===== src/rtl/int_ctrl.sv =====
// Interrupt/exception controller feeding NPC.
// Latches, prioritises and sequences traps.
module int_ctrl #(
  parameter int          CNT_W    = 16,
  parameter logic [2:0]  MASK_RST = 3'b111
) (
  input  logic             clk,
  input  logic             rst,
  input  logic             irq_timer,
  input  logic             exc_illegal,
  input  logic             exc_ecall,
  input  logic             int_ret,
  input  logic             PCWrite,
  input  logic             mask_we,
  input  logic [2:0]       mask_wdata,
  output logic             INT_Signal,
  output logic [2:0]       INT_PEND,
  output logic             EXL_Set,
  output logic [2:0]       INT_CAUSE,
  output logic [2:0]       mask,
  output logic [CNT_W-1:0] trap_cnt
);

  typedef enum logic [1:0] {
    IDLE    = 2'd0,
    TAKE    = 2'd1,
    HANDLER = 2'd2
  } state_t;

  localparam logic [2:0] INT_NONE  = 3'b000;
  localparam logic [2:0] INT_TIMER = 3'b001;
  localparam logic [2:0] INT_ILL   = 3'b010;
  localparam logic [2:0] INT_ECALL = 3'b011;

  localparam logic [CNT_W-1:0] CNT_MAX = '1;

  state_t     state;
  state_t     state_nxt;
  logic       pend_ill;
  logic       pend_ecall;
  logic       new_ill;
  logic       new_ecall;
  logic       eff_ill;
  logic       eff_ecall;
  logic       tmr_req;
  logic [2:0] win;
  logic       take_fire;
  logic       ret_fire;

  assign new_ill   = exc_illegal & mask[1];
  assign new_ecall = exc_ecall & mask[2];
  assign eff_ill   = pend_ill | new_ill;
  assign eff_ecall = pend_ecall | new_ecall;
  assign tmr_req   = irq_timer & mask[0];

  assign take_fire = (state == TAKE) & PCWrite;
  assign ret_fire  = (state == HANDLER) & int_ret & PCWrite;

  // Priority pick among eligible sources, same-cycle pulses included.
  always_comb begin
    win = INT_NONE;
    priority case (1'b1)
      eff_ill:   win = INT_ILL;
      eff_ecall: win = INT_ECALL;
      tmr_req:   win = INT_TIMER;
      default:   win = INT_NONE;
    endcase
  end

  // Next-state logic and the redirect strobe.
  always_comb begin
    state_nxt  = state;
    INT_Signal = 1'b0;
    unique case (state)
      IDLE: begin
        if (win != INT_NONE)
          state_nxt = TAKE;
      end
      TAKE: begin
        INT_Signal = PCWrite;
        if (PCWrite)
          state_nxt = HANDLER;
      end
      HANDLER: begin
        if (int_ret && PCWrite)
          state_nxt = IDLE;
      end
      default: state_nxt = IDLE;
    endcase
  end

  // State register.
  always_ff @(posedge clk or posedge rst) begin
    if (rst)
      state <= IDLE;
    else
      state <= state_nxt;
  end

  // Trap code: captured on entry to TAKE, cleared when taken.
  always_ff @(posedge clk or posedge rst) begin
    if (rst)
      INT_PEND <= INT_NONE;
    else if (state == IDLE && win != INT_NONE)
      INT_PEND <= win;
    else if (take_fire)
      INT_PEND <= INT_NONE;
  end

  // In-handler flag and cause of the serviced trap.
  always_ff @(posedge clk or posedge rst) begin
    if (rst) begin
      EXL_Set   <= 1'b0;
      INT_CAUSE <= INT_NONE;
    end else if (take_fire) begin
      EXL_Set   <= 1'b1;
      INT_CAUSE <= INT_PEND;
    end else if (ret_fire) begin
      EXL_Set   <= 1'b0;
    end
  end

  // Saturating count of traps taken.
  always_ff @(posedge clk or posedge rst) begin
    if (rst)
      trap_cnt <= '0;
    else if (take_fire && trap_cnt != CNT_MAX)
      trap_cnt <= trap_cnt + 1'b1;
  end

  // Enable mask register.
  always_ff @(posedge clk or posedge rst) begin
    if (rst)
      mask <= MASK_RST;
    else if (mask_we)
      mask <= mask_wdata;
  end

  // Exception latches; a mask clear or a taken trap wins over a new pulse.
  always_ff @(posedge clk or posedge rst) begin
    if (rst) begin
      pend_ill   <= 1'b0;
      pend_ecall <= 1'b0;
    end else begin
      if (mask_we && !mask_wdata[1])
        pend_ill <= 1'b0;
      else if (take_fire && INT_PEND == INT_ILL)
        pend_ill <= 1'b0;
      else if (new_ill)
        pend_ill <= 1'b1;

      if (mask_we && !mask_wdata[2])
        pend_ecall <= 1'b0;
      else if (take_fire && INT_PEND == INT_ECALL)
        pend_ecall <= 1'b0;
      else if (new_ecall)
        pend_ecall <= 1'b1;
    end
  end

endmodule


===== config.mk =====
export PLATFORM = sky130hd
export DESIGN_NAME = int_ctrl
export DESIGN_NICKNAME = d
export VERILOG_FILES = /design/src/rtl/int_ctrl.sv
export SDC_FILE = /design/constraint.sdc
export NUM_CORES = 1
export LEC_CHECK = 0
export ABC_AREA = 1
export BUFFER_PORTS_ARGS = -buffer_cell sky130_fd_sc_hd__buf_2
export CAP_MARGIN = 0
export CORE_AREA = 3 3 63 65
export CTS_BUF_LIST = sky130_fd_sc_hd__clkbuf_8
export DETAILED_ROUTE_END_ITERATION = 8
export DIE_AREA = 0 0 66 68
export GPL_TIMING_DRIVEN = 1
export HOLD_SLACK_MARGIN = 0.02
export PLACE_DENSITY_LB_ADDON = 0.15
export RECOVER_POWER = 25
export SLEW_MARGIN = 20
export SYNTH_ARGS = -nofsm -noshare
export SYNTH_HDL_FRONTEND = slang
export SYNTH_SLANG_ARGS = --single-unit

===== constraint.sdc =====
create_clock -name clk -period 1.5 [get_ports clk]
set_input_delay 0.15 -clock clk [delete_from_list [all_inputs] [get_ports clk]]
set_output_delay 0.15 -clock clk [all_outputs]
set_load 0.01 [all_outputs]

## Yosys cells after proc, flatten, opt, wreduce, memory -nomap -nowiden

Index checks and enable logic that the tools add are counted.

- RAM bits: 0
- Bits of input ports: 11
- Memory bits (read-only): 0
- Memories: 0
- Flip-flop bits (word level): 30
- Output and inout port bits: 27
- Latch bits: 0
- Word-level logic and storage cells: 59

- Divide/modulo/power cells: 0
- $mul: 0
- $add $sub $neg: 1
- Mux-type cells: 18
- Shifts and indexed selects: 0
- Bitwise operators: 8
- $lt $le $gt $ge: 0
- Reductions and logical operators: 16
- Eq/ne operators: 8

Operators with widths:

| kind | number |
|---|---|
| adder 16 x 1 -> 16 bit, second input constant | 1 |
| inequality test 16 bit, second input constant | 1 |
| 2-to-1 mux 1 bit | 10 |
| 2-to-1 mux 3 bit | 3 |
| nonzero test 3 bit | 3 |
| 2-to-1 mux 2 bit | 4 |
| logical AND 1 bit | 7 |
| bitwise AND 1 bit | 6 |
| == test 3 x 2 -> 1 bit, second input constant | 2 |
| case mux 2 bit (3 select lines) | 1 |
| inequality test 2 bit, second input constant | 2 |
| nonzero test 2 bit | 2 |
| AND reduction 3 bit | 1 |
| == test 2 x 1 -> 1 bit, second input constant | 1 |
| == test 2 bit, second input constant | 1 |
| logical NOT 1 bit | 2 |
| logical NOT 2 bit | 1 |
| inequality test 2 x 1 -> 1 bit, second input constant | 1 |
| bitwise OR 1 bit | 2 |

## Longest topological paths before layout

Gate-level depths: netlist of the first run.

- Depth in word-level cells: 7
- Mapped depth: 9
- Depth with buffers taken out: 8

## Least setup slack after synthesis of the first run

No wires, ideal clock.

- Path type: register to register
- From: reg trap_cnt[0]
- To: reg trap_cnt[10]
- Arrival: 1.457 ns
- Period minus slack after synthesis: 1.574 ns
- Data required time: 1.384 ns
- Setup slack: -0.074 ns
- Stages on the path, launching flop included: 10
- Buffers on the path: 1
- Cells stage by stage: dfrtp_1 ha_1 inv_4 nor2_4 nand2_4 nor2_2 nor2_4 buf_6 nand2_1 nand2_1

- Longest elaborated chain between the ends: 2

Ends and longest elaborated chain:

| element | line | text |
|---|---|---|
| start, declared | 21 | `output logic [CNT_W-1:0] trap_cnt` |
| start signal, assigned | 128 | `trap_cnt <= trap_cnt + 1'b1;` |
| parallel branches: the longest is 2 deep, another holds adder 16 x 1 -> 16 bit | -- |  |

Several ways; the timed one is not identified.
A chain may end at the register's enable or synchronous reset.

## Worst setup path in the final report of the first run

- From: reg trap_cnt[0]
- To: reg trap_cnt[9]

The elaborated chain is that of the path after synthesis.

==> impl_metrics.yaml, run 1 <==
clock_network:
  htree_levels: 1
  clock_path_buffers: 2
  clkTransAtPathRegs_ns: 0.10
  cts-root-buf: "clkbuf_8"
  insertion_delay_ns: 0.28
  cts_tree: "built"
  cts.sinks: 28
  cts_made_buffers: 3
critical_path:
  critPathMostFrequentCell: "nor2_4"
  timing.rr.end: "trap_cnt[9]$_DFFE_PP0P_"
  crit_start: "trap_cnt[0]$_DFFE_PP0P_"
  arrival_ns: 1.56
  end_kind: "register"
  crit_slowest_cell: "dfrtp_2"
  ff2ff_path_depth: 9
  start_kind: "register"
  required_ns: 1.67
  cp_max_fo: 17
  timing.rr.start: "trap_cnt[0]$_DFFE_PP0P_"
  rrSetupSlack_ns: 0.11
  critical-path-max-stage-delay_ns: 0.41
  path_cells: "ha_4, inv_4, nor2_4, nand2_4, nor2_4, nor2_4, buf_12, nand2_1, o21ai_0"
  path_class: "reg2reg"
  crit_end: "trap_cnt[9]$_DFFE_PP0P_"
cells_and_area:
  nFillCells: 311
  final_nets: 271
  final_util_pct: 59.0
  antenna_cells: 0
  areaGrowthSynthToFinish_pct: 29.2
  drive_above_1_share_pct: 29.5
sta:
  relSlewSlack_pct: 53.7
  period_share_pct: 92.9
  drv_slew: 0
  setup_tns_ns: 0
  setup_viol: 0
  min_period_ns: 1.39
  hold_viol_final: 0
  rsz0062_at_grt: "no"
  fin_skew_ns: 0.000938
  max_freq_mhz: 718
  worst_pin_slew_ns: 0.695
floorplan:
  die_h_um: 68
  io_pins: 38
  start_util_pct: 45.6
  die-area_um2: 4490
  die_x_um: 66
  coreArea_um2: 3390
  row_count: 21
logic_synthesis:
  synth_top_area_share_pct: 40.5
  synth_cells: 205
  yosysSeqAreaShare_pct: 45.6
  synth.distinct_cells: 25
  synth_top_area_cell: "dfrtp_1"
  synth.area.top_cells: "dfrtp_1 (40%), nand2_1 (20%), nor2_1 (5.6%)"
  avgSynthCellArea_um2: 7.54
  yosys_warnings: 0
  syn_area_um2: 1550
  ys_ff_latch: 28
routing:
  drc: 0
  first_pass_iters: 4
  routedWlPerCell_um: 11.8
  drtIter0Drc: 97
  postRouteAntennaNets: 0
  via_count: 1459
  viasPerCell: 4.80
  wirelength_um: 3590
global_routing:
  gr-total-overflow: 0
  antenna_found_initial: 0
  track_usage_pct: 18.1
  grt_start_max_net_pins: 29
  grt_first_pass_wirelength_um: 6200
  grt_pass1_vias: 1354
placed_design:
  portBuffers: 35
  gp_congestion: 0.797
  hpwlAfterDp_um: 2640
pwr:
  p_per_area_nw_per_um2: 1440
  power_leakage_nw: 1.01
  irDropWorstVdd_v: 0.000830
job:
  maxCapViolations: 0
status:
  outcome: "complete, no violations"
min_path:
  min_path_type: "in2reg"
[flip-flops by register name, summed over array words and instances (netlist names)]
| name | cells |
|---|---|
| trap_cnt | 16 |
| INT_CAUSE | 2 |
| pend_ecall | 1 |
| pend_ill | 1 |
| INT_PEND | 2 |
| EXL_Set | 1 |
| state | 2 |
| mask | 3 |
[critical path: cells and delay by family, from the launching register on]
| family | cells | cell delay (ns) |
|---|---|---|
| buf+inv | 2 | 0.18 |
| flops | 1 | 0.41 |
| fa+ha+maj | 1 | 0.18 |
| simple gates | 5 | 0.45 |
| compound gates | 1 | 0.07 |
[stage by stage]
stage          hold slack, ns  power (mW)  instances  setup WS [ns]  area, um2
4_1_cts                0.0634        2.85        301         0.0618       1950
6_report               0.0679        2.87        304          0.107       2000
3_5_place_dp            0.235        2.24        296         0.0772       1870
2_1_floorplan           0.213        1.79        206         0.0431       1560
3_3_place_gp            0.234        2.22        296          0.120       1870
5_1_grt                0.0694        3.12        304         0.0202       2000
[kinds of logic (layout without fill, tap and decap cells)]
logic type | count (synthesis) | after routing | share of synthesized area [%]
flops | 28 | 28 | 45.6
other cells | 1 | 2 | 0.242
compound gates | 17 | 17 | 6.55
xor+xnor | 7 | 7 | 3.96
buf+inv | 20 | 72 | 6.47
simple gates | 131 | 131 | 36.4
fa+ha+maj | 1 | 1 | 0.809
[report_power, final]
group / switching, mW / total, mW / internal (mW)
Combinational: 0.635 / 1.14 / 0.508
Sequential: 0.164 / 1.13 / 0.962
Clock: 0.244 / 0.602 / 0.358
[repair_timing]
item,CTS,global route
resized for setup,0,7
endpoints found under the hold margin,25,0
endpoints found under the setup margin,0,11
setup buffers,0,3
hold buffers,1,0
[cell type report]
class                      count  area, um2  share of cell area (%)
multi-input combinational    158        768                    38.4
sequential                    28        711                    35.6
timing repair buffer          52        328                    16.4
inverter                      16       62.6                    3.13
tap                           46       57.6                    2.88
clock buffer                   3       41.3                    2.07
clock inverter                 1       30.0                    1.50
[cell usage in the layout (no fill, tap or decap), drive strengths merged, types with 2 or more instances in the layout]
master	n
a21oi	2
nand4	5
dfstp	3
o21ai	14
conb	2
inv	16
nor2	28
nand3	10
nand2	86
buf	50
clkbuf	4
dfrtp	25
xnor2	6
[Yosys cell counts, drive strengths merged]
library cell,n
nand2,86
nor2,28
dfrtp,25
inv,16
o21ai,14
nand3,10
xnor2,6
nand4,5
buf,4
dfstp,3
a21oi,2
a21bo,1
conb,1
ha,1
nor3,1
or2,1
xor2,1
[per-layer routing]
metal / track usage (%) / share of wire (%) / vias up
li1: - / - / 747
met2: 29.0 / 45 / 41
met1: 25.3 / 50 / 667
met4: 5.33 / 0.95 / 0
met3: 2.96 / 4.8 / 4
met5: 0 / 0 / -
[worst min-delay path by stage]
stage / from / end / slack [ns] / depth (start not counted)
CTS: mask_wdata[0] / mask[0]$_DFFE_PP1P_ / 0.06 / 3
floorplan: rst / EXL_Set$_DFFE_PP0P_ / 0.21 / 1
global route: mask_wdata[0] / mask[0]$_DFFE_PP1P_ / 0.07 / 3
finish: mask_wdata[0] / mask[0]$_DFFE_PP1P_ / 0.07 / 3
global placement: rst / trap_cnt[2]$_DFFE_PP0P_ / 0.23 / 3
detailed placement: rst / trap_cnt[2]$_DFFE_PP0P_ / 0.23 / 3
Note: power is estimated with default switching activity, not from simulation.
==> inputs of run 2 (changes only) <==
- CELL_PAD_IN_SITES_DETAIL_PLACEMENT: default -> 0
- CELL_PAD_IN_SITES_GLOBAL_PLACEMENT: default -> 1
- CORE_AREA: 3 3 63 65 -> 3 3 67 69
- DIE_AREA: 0 0 66 68 -> 0 0 70 72
- clock period: 1.5 -> 1.42 ns (I/O delays scaled with it)
==> run 2 against run 1 <==
  * Routed wire length increased by 4.0%
  * Design area increased by 2.4%
  * Setup slack got worse by 0.015 ns
  * Maximum frequency increased by 4.9%
  * Register-to-register slack got worse by 0.02 ns
  * Critical path type unchanged
  * Largest cell class unchanged
==> impl_metrics.yaml, run 2 (same netlist as run 1, synthesis figures left out) <==
routing:
  drc: 0
  first_pass_iters: 4
  wirelength_um: 3730
  via_count: 1458
  postRouteAntennaNets: 0
  drtIter0Drc: 67
  routedWlPerCell_um: 11.8
  viasPerCell: 4.60
global_routing:
  antenna_found_initial: 0
  gr-total-overflow: 0
  grt_first_pass_wirelength_um: 6690
  grt_start_max_net_pins: 29
  grt_pass1_vias: 1498
  track_usage_pct: 16.3
sta:
  period_share_pct: 93.5
  worst_slack_ns: 0.0916
  max_freq_mhz: 753
  fin_skew_ns: 0.00370
  setup_viol: 0
  relSlewSlack_pct: 51.3
  drv_slew: 0
  worst_pin_slew_ns: 0.730
  min_period_ns: 1.33
  rsz0062_at_grt: "no"
  timing.hold.ws_ns: 0.0655
  hold_viol_final: 0
critical_path:
  start_kind: "register"
  crit_start: "trap_cnt[0]$_DFFE_PP0P_"
  end_kind: "register"
  required_ns: 1.64
  rrSetupSlack_ns: 0.09
  cp_max_fo: 6
  arrival_ns: 1.55
  ff2ff_path_depth: 8
  crit_end: "trap_cnt[15]$_DFFE_PP0P_"
  timing.rr.end: "trap_cnt[15]$_DFFE_PP0P_"
  path_class: "reg2reg"
  timing.rr.start: "trap_cnt[0]$_DFFE_PP0P_"
floorplan:
  die-area_um2: 5040
  row_count: 23
  die_h_um: 72
  io_pins: 38
  coreArea_um2: 3970
  start_util_pct: 38.9
  die_x_um: 70
clock_network:
  cts-root-buf: "clkbuf_8"
  cts_tree: "built"
  insertion_delay_ns: 0.27
  clock_path_buffers: 2
  cts.sinks: 28
  cts_made_buffers: 3
  clkTransAtPathRegs_ns: 0.10
  htree_levels: 1
placed_design:
  hpwlAfterDp_um: 2820
  post-place-ws_ns: -0.0586
  portBuffers: 35
  gp_congestion: 0.778
pwr:
  power_leakage_nw: 1.05
  design_power_total_mw: 2.89
  p_per_area_nw_per_um2: 1410
  irDropWorstVdd_v: 0.000586
cells_and_area:
  antenna_cells: 0
  largest_reg_flops: 16
  drive_above_1_share_pct: 31.5
  final_util_pct: 51.5
  final_nets: 280
  final_common_cell: "nand2_1"
  final_cell_mix: "nand2_1 (83), buf_2 (35), dfrtp_1 (22), buf_4 (22), nor2_1 (20)"
  top_register: "trap_cnt"
  areaGrowthSynthToFinish_pct: 32.4
  largestRegisters: "trap_cnt (16), mask (3)"
status:
  outcome: "complete, no violations"
min_path:
  min_path_type: "in2reg"
job:
  maxCapViolations: 0
## run 2: cell count changes in the layout (fill, tap and decap cells not counted), sizes merged
cell    previous run  this run
buf               50        59
inv               16        17
bufinv             1         0
## run 2: per-stage QoR
stage,setup TNS (ns),instance area [um2],std cells
3_5_place_dp,-0.177,1930,307
3_3_place_gp,-0.0250,1930,307
5_1_grt,0,2050,317
4_1_cts,0,2020,314
6_report,0,2050,317
2_1_floorplan,0,1570,206
## run 2: critical path: stages, from the launching register on
cell	delay [ns]
dfrtp_2	0.42
ha_4	0.16
inv_4	0.03
nor2_4	0.10
nand2_4	0.09
o21ai_4	0.18
buf_4	0.18
nand2_1	0.05
nand2_1	0.06
## run 2: report_power, final
part | switching, mW | total (mW) | internal, mW
registers | 0.166 | 1.18 | 1.01
clock network | 0.250 | 0.445 | 0.194
logic | 0.679 | 1.26 | 0.585
total | 1.10 | 2.89 | 1.79
## run 2: layout make-up
type	instances	area, um2
timing repair buffer	61	395
sequential	28	708
multi-input combinational	158	773
clock inverter	1	3.75
clock buffer	3	41.3
fill	399	1920
inverter	16	62.6
tap	50	62.6
## run 2: how the worst min path moves through the flow
stage	to	start	slack [ns]	depth (start not counted)
finish	mask[0]$_DFFE_PP1P_	mask_wdata[0]	0.07	3
global route	mask[0]$_DFFE_PP1P_	mask_wdata[0]	0.06	3
CTS	mask[0]$_DFFE_PP1P_	mask_wdata[0]	0.05	3
detailed placement	trap_cnt[5]$_DFFE_PP0P_	rst	0.24	3
global placement	trap_cnt[5]$_DFFE_PP0P_	rst	0.24	3
floorplan	EXL_Set$_DFFE_PP0P_	rst	0.21	1
## run 2: repair_timing
action	in CTS	in global routing
gates resized for setup	0	6
cloned	0	0
setup buffers	2	3
pin swaps	1	4
setup endpoints to repair	14	17
hold endpoints to repair	25	0
hold buffers	1	0
## run 2: metal layers
layer  vias up  track usage, %  routed length, um  share of wire (%)
li1        761               -                  -                  -
met1       667            20.6               1760                 47
met2        26            28.3               1780                 48
met3         4            2.77                137                3.7
met4         0            5.74                 55                1.5
met5         -               0                  0                  0
==> inputs of run 3 (changes only) <==
- CTS_CLUSTER_DIAMETER: default -> 150
- REMOVE_ABC_BUFFERS: default -> 1
==> run 3 against run 2 <==
  * Register-to-register slack lost 0.02 ns
  * Clock skew shrank 0.0021 ns
  * First-iteration DRC count grew 21%
  * Clock power grew 12%
  * Sequential share of layout area shrank 1.4 points
  * Worst hold slack lost 0.0053 ns
  * Sequential cell count is the same
  * Critical path type unchanged
==> impl_metrics.yaml, run 3 (same netlist as run 1, synthesis figures left out) <==
cells_and_area:
  final_common_cell: "nand2_1"
  multi_input_area_um2: 781
  final_cell_mix: "nand2_1 (80), buf_2 (35), dfrtp_1 (25), buf_4 (25), nor2_1 (18)"
  areaGrowthSynthToFinish_pct: 37.1
  top_register: "trap_cnt"
  nFillCells: 405
  largestRegisters: "trap_cnt (16), mask (3)"
  antenna_cells: 0
  finalInstanceArea_um2: 2120
  drive_above_1_share_pct: 33.5
  largest_reg_flops: 16
  register_area_um2: 704
  final_util_pct: 53.4
  final_nets: 285
pwr:
  design_power_total_mw: 3.04
  irDropWorstVdd_v: 0.000838
  power_leakage_nw: 1.09
  p_per_area_nw_per_um2: 1430
sta:
  fin_skew_ns: 0.00161
  min_period_ns: 1.35
  setup_viol: 0
  hold_viol_final: 0
  drv_slew: 0
  setup_tns_ns: 0
  relSlewSlack_pct: 53.0
  max_freq_mhz: 742
  worst_pin_slew_ns: 0.705
  period_share_pct: 94.9
critical_path:
  end_kind: "register"
  required_ns: 1.60
  path_cells: "nand2_1, nor2_2, nand2_2, nor2_4, nor2_4, clkbuf_16, nand2_1, nand2_1"
  path_class: "reg2reg"
  cp_top_family: "simple AND/OR/NAND/NOR gates"
  start_kind: "register"
  critPathMostFrequentCell: "nand2_1"
  rrSetupSlack_ns: 0.07
  worstSetupPathDepth: 8
  arrival_ns: 1.53
  timing.rr.end: "trap_cnt[7]$_DFFE_PP0P_"
  crit_start: "trap_cnt[10]$_DFFE_PP0P_"
  critPathBufInv: 1
  crit_slowest_cell: "dfrtp_1"
  crit_end: "trap_cnt[7]$_DFFE_PP0P_"
  timing.rr.start: "trap_cnt[10]$_DFFE_PP0P_"
  cp_max_fo: 7
  ff2ff_path_depth: 8
  critical-path-max-stage-delay_ns: 0.40
routing:
  viasPerCell: 4.56
  routedWlPerCell_um: 11.9
  first_pass_iters: 4
  drtIter0Drc: 81
  drc: 0
  postRouteAntennaNets: 0
  wirelength_um: 3840
  via_count: 1467
global_routing:
  track_usage_pct: 15.7
  grt_first_pass_wirelength_um: 6420
  grt_pass1_vias: 1389
  gr-total-overflow: 0
  antenna_found_initial: 0
  grt_start_max_net_pins: 29
clock_network:
  htree_levels: 1
  clock_path_buffers: 2
  clkTransAtPathRegs_ns: 0.09
  cts.sinks: 28
  cts-root-buf: "clkbuf_8"
  cts_tree: "built"
  insertion_delay_ns: 0.27
  cts_made_buffers: 3
placed_design:
  portBuffers: 35
  dpl-instance-area_um2: 1960
  gp_congestion: 0.780
  hpwlAfterDp_um: 2850
floorplan:
  start_util_pct: 38.9
  die_h_um: 72
  io_pins: 38
  die-area_um2: 5040
  die_x_um: 70
  row_count: 23
  coreArea_um2: 3970
min_path:
  min_path_type: "in2reg"
status:
  outcome: "complete, no violations"
job:
  maxCapViolations: 0
-- run 3: changes by cell type in the layout (fill, tap and decap cells not counted), sizes merged --
cell	before	now
clkbuf	4	6
inv	17	16
buf	59	63
-- run 3: worst min path at each step --
stage | endpoint | depth (start not counted) | from
floorplan | EXL_Set$_DFFE_PP0P_ | 1 | rst
global placement | trap_cnt[3]$_DFFE_PP0P_ | 3 | rst
detailed placement | trap_cnt[3]$_DFFE_PP0P_ | 3 | rst
CTS | mask[0]$_DFFE_PP1P_ | 3 | mask_wdata[0]
global route | mask[0]$_DFFE_PP1P_ | 3 | mask_wdata[0]
finish | mask[0]$_DFFE_PP1P_ | 3 | mask_wdata[0]
-- run 3: cell type report --
cell class | count | share of cell area, %
Clock buffer | 4 | 2.60
Inverter | 16 | 2.95
Sequential cell | 28 | 33.2
Timing Repair Buffer | 66 | 21.4
Tap cell | 50 | 2.95
Multi-Input combinational cell | 158 | 36.8
-- run 3: power breakdown --
| group | leakage (nW) | internal, mW | switching [mW] |
|---|---|---|---|
| Combinational | 0.706 | 0.658 | 0.735 |
| Clock | 0.0288 | 0.249 | 0.249 |
| Sequential | 0.356 | 1.01 | 0.137 |
-- run 3: stage by stage --
stage / setup WS (ns) / hold slack, ns / std cells
after global routing: -0.0474 / 0.0603 / 322
after CTS: 0.00230 / 0.0525 / 316
after detailed placement: 0.00706 / 0.228 / 311
after global placement: 0.0436 / 0.229 / 311
after floorplan: -0.145 / 0.205 / 202
final: 0.0728 / 0.0603 / 322
-- run 3: worst min-delay path, cell delays in order --
cell and delay, ns:
buf_2 0.09, nand2_1 0.05, nand2_1 0.05
-- run 3: layer usage --
layer / global-route usage [%] / wire [um] / up-vias
li1: - / - / 776
met5: 0 / 0 / -
met1: 22.0 / 1900 / 667
met2: 25.1 / 1770 / 22
met3: 4.29 / 147 / 2
met4: 2.55 / 22 / 0
-- run 3: what timing repair did --
action / in CTS / in global routing
hold buffers: 1 / 0
setup buffers: 0 / 5
endpoints found under the hold margin: 25 / 0
pin swaps: 0 / 6
endpoints found under the setup margin: 3 / 14
gates cloned: 0 / 1
gates resized for setup: 1 / 14
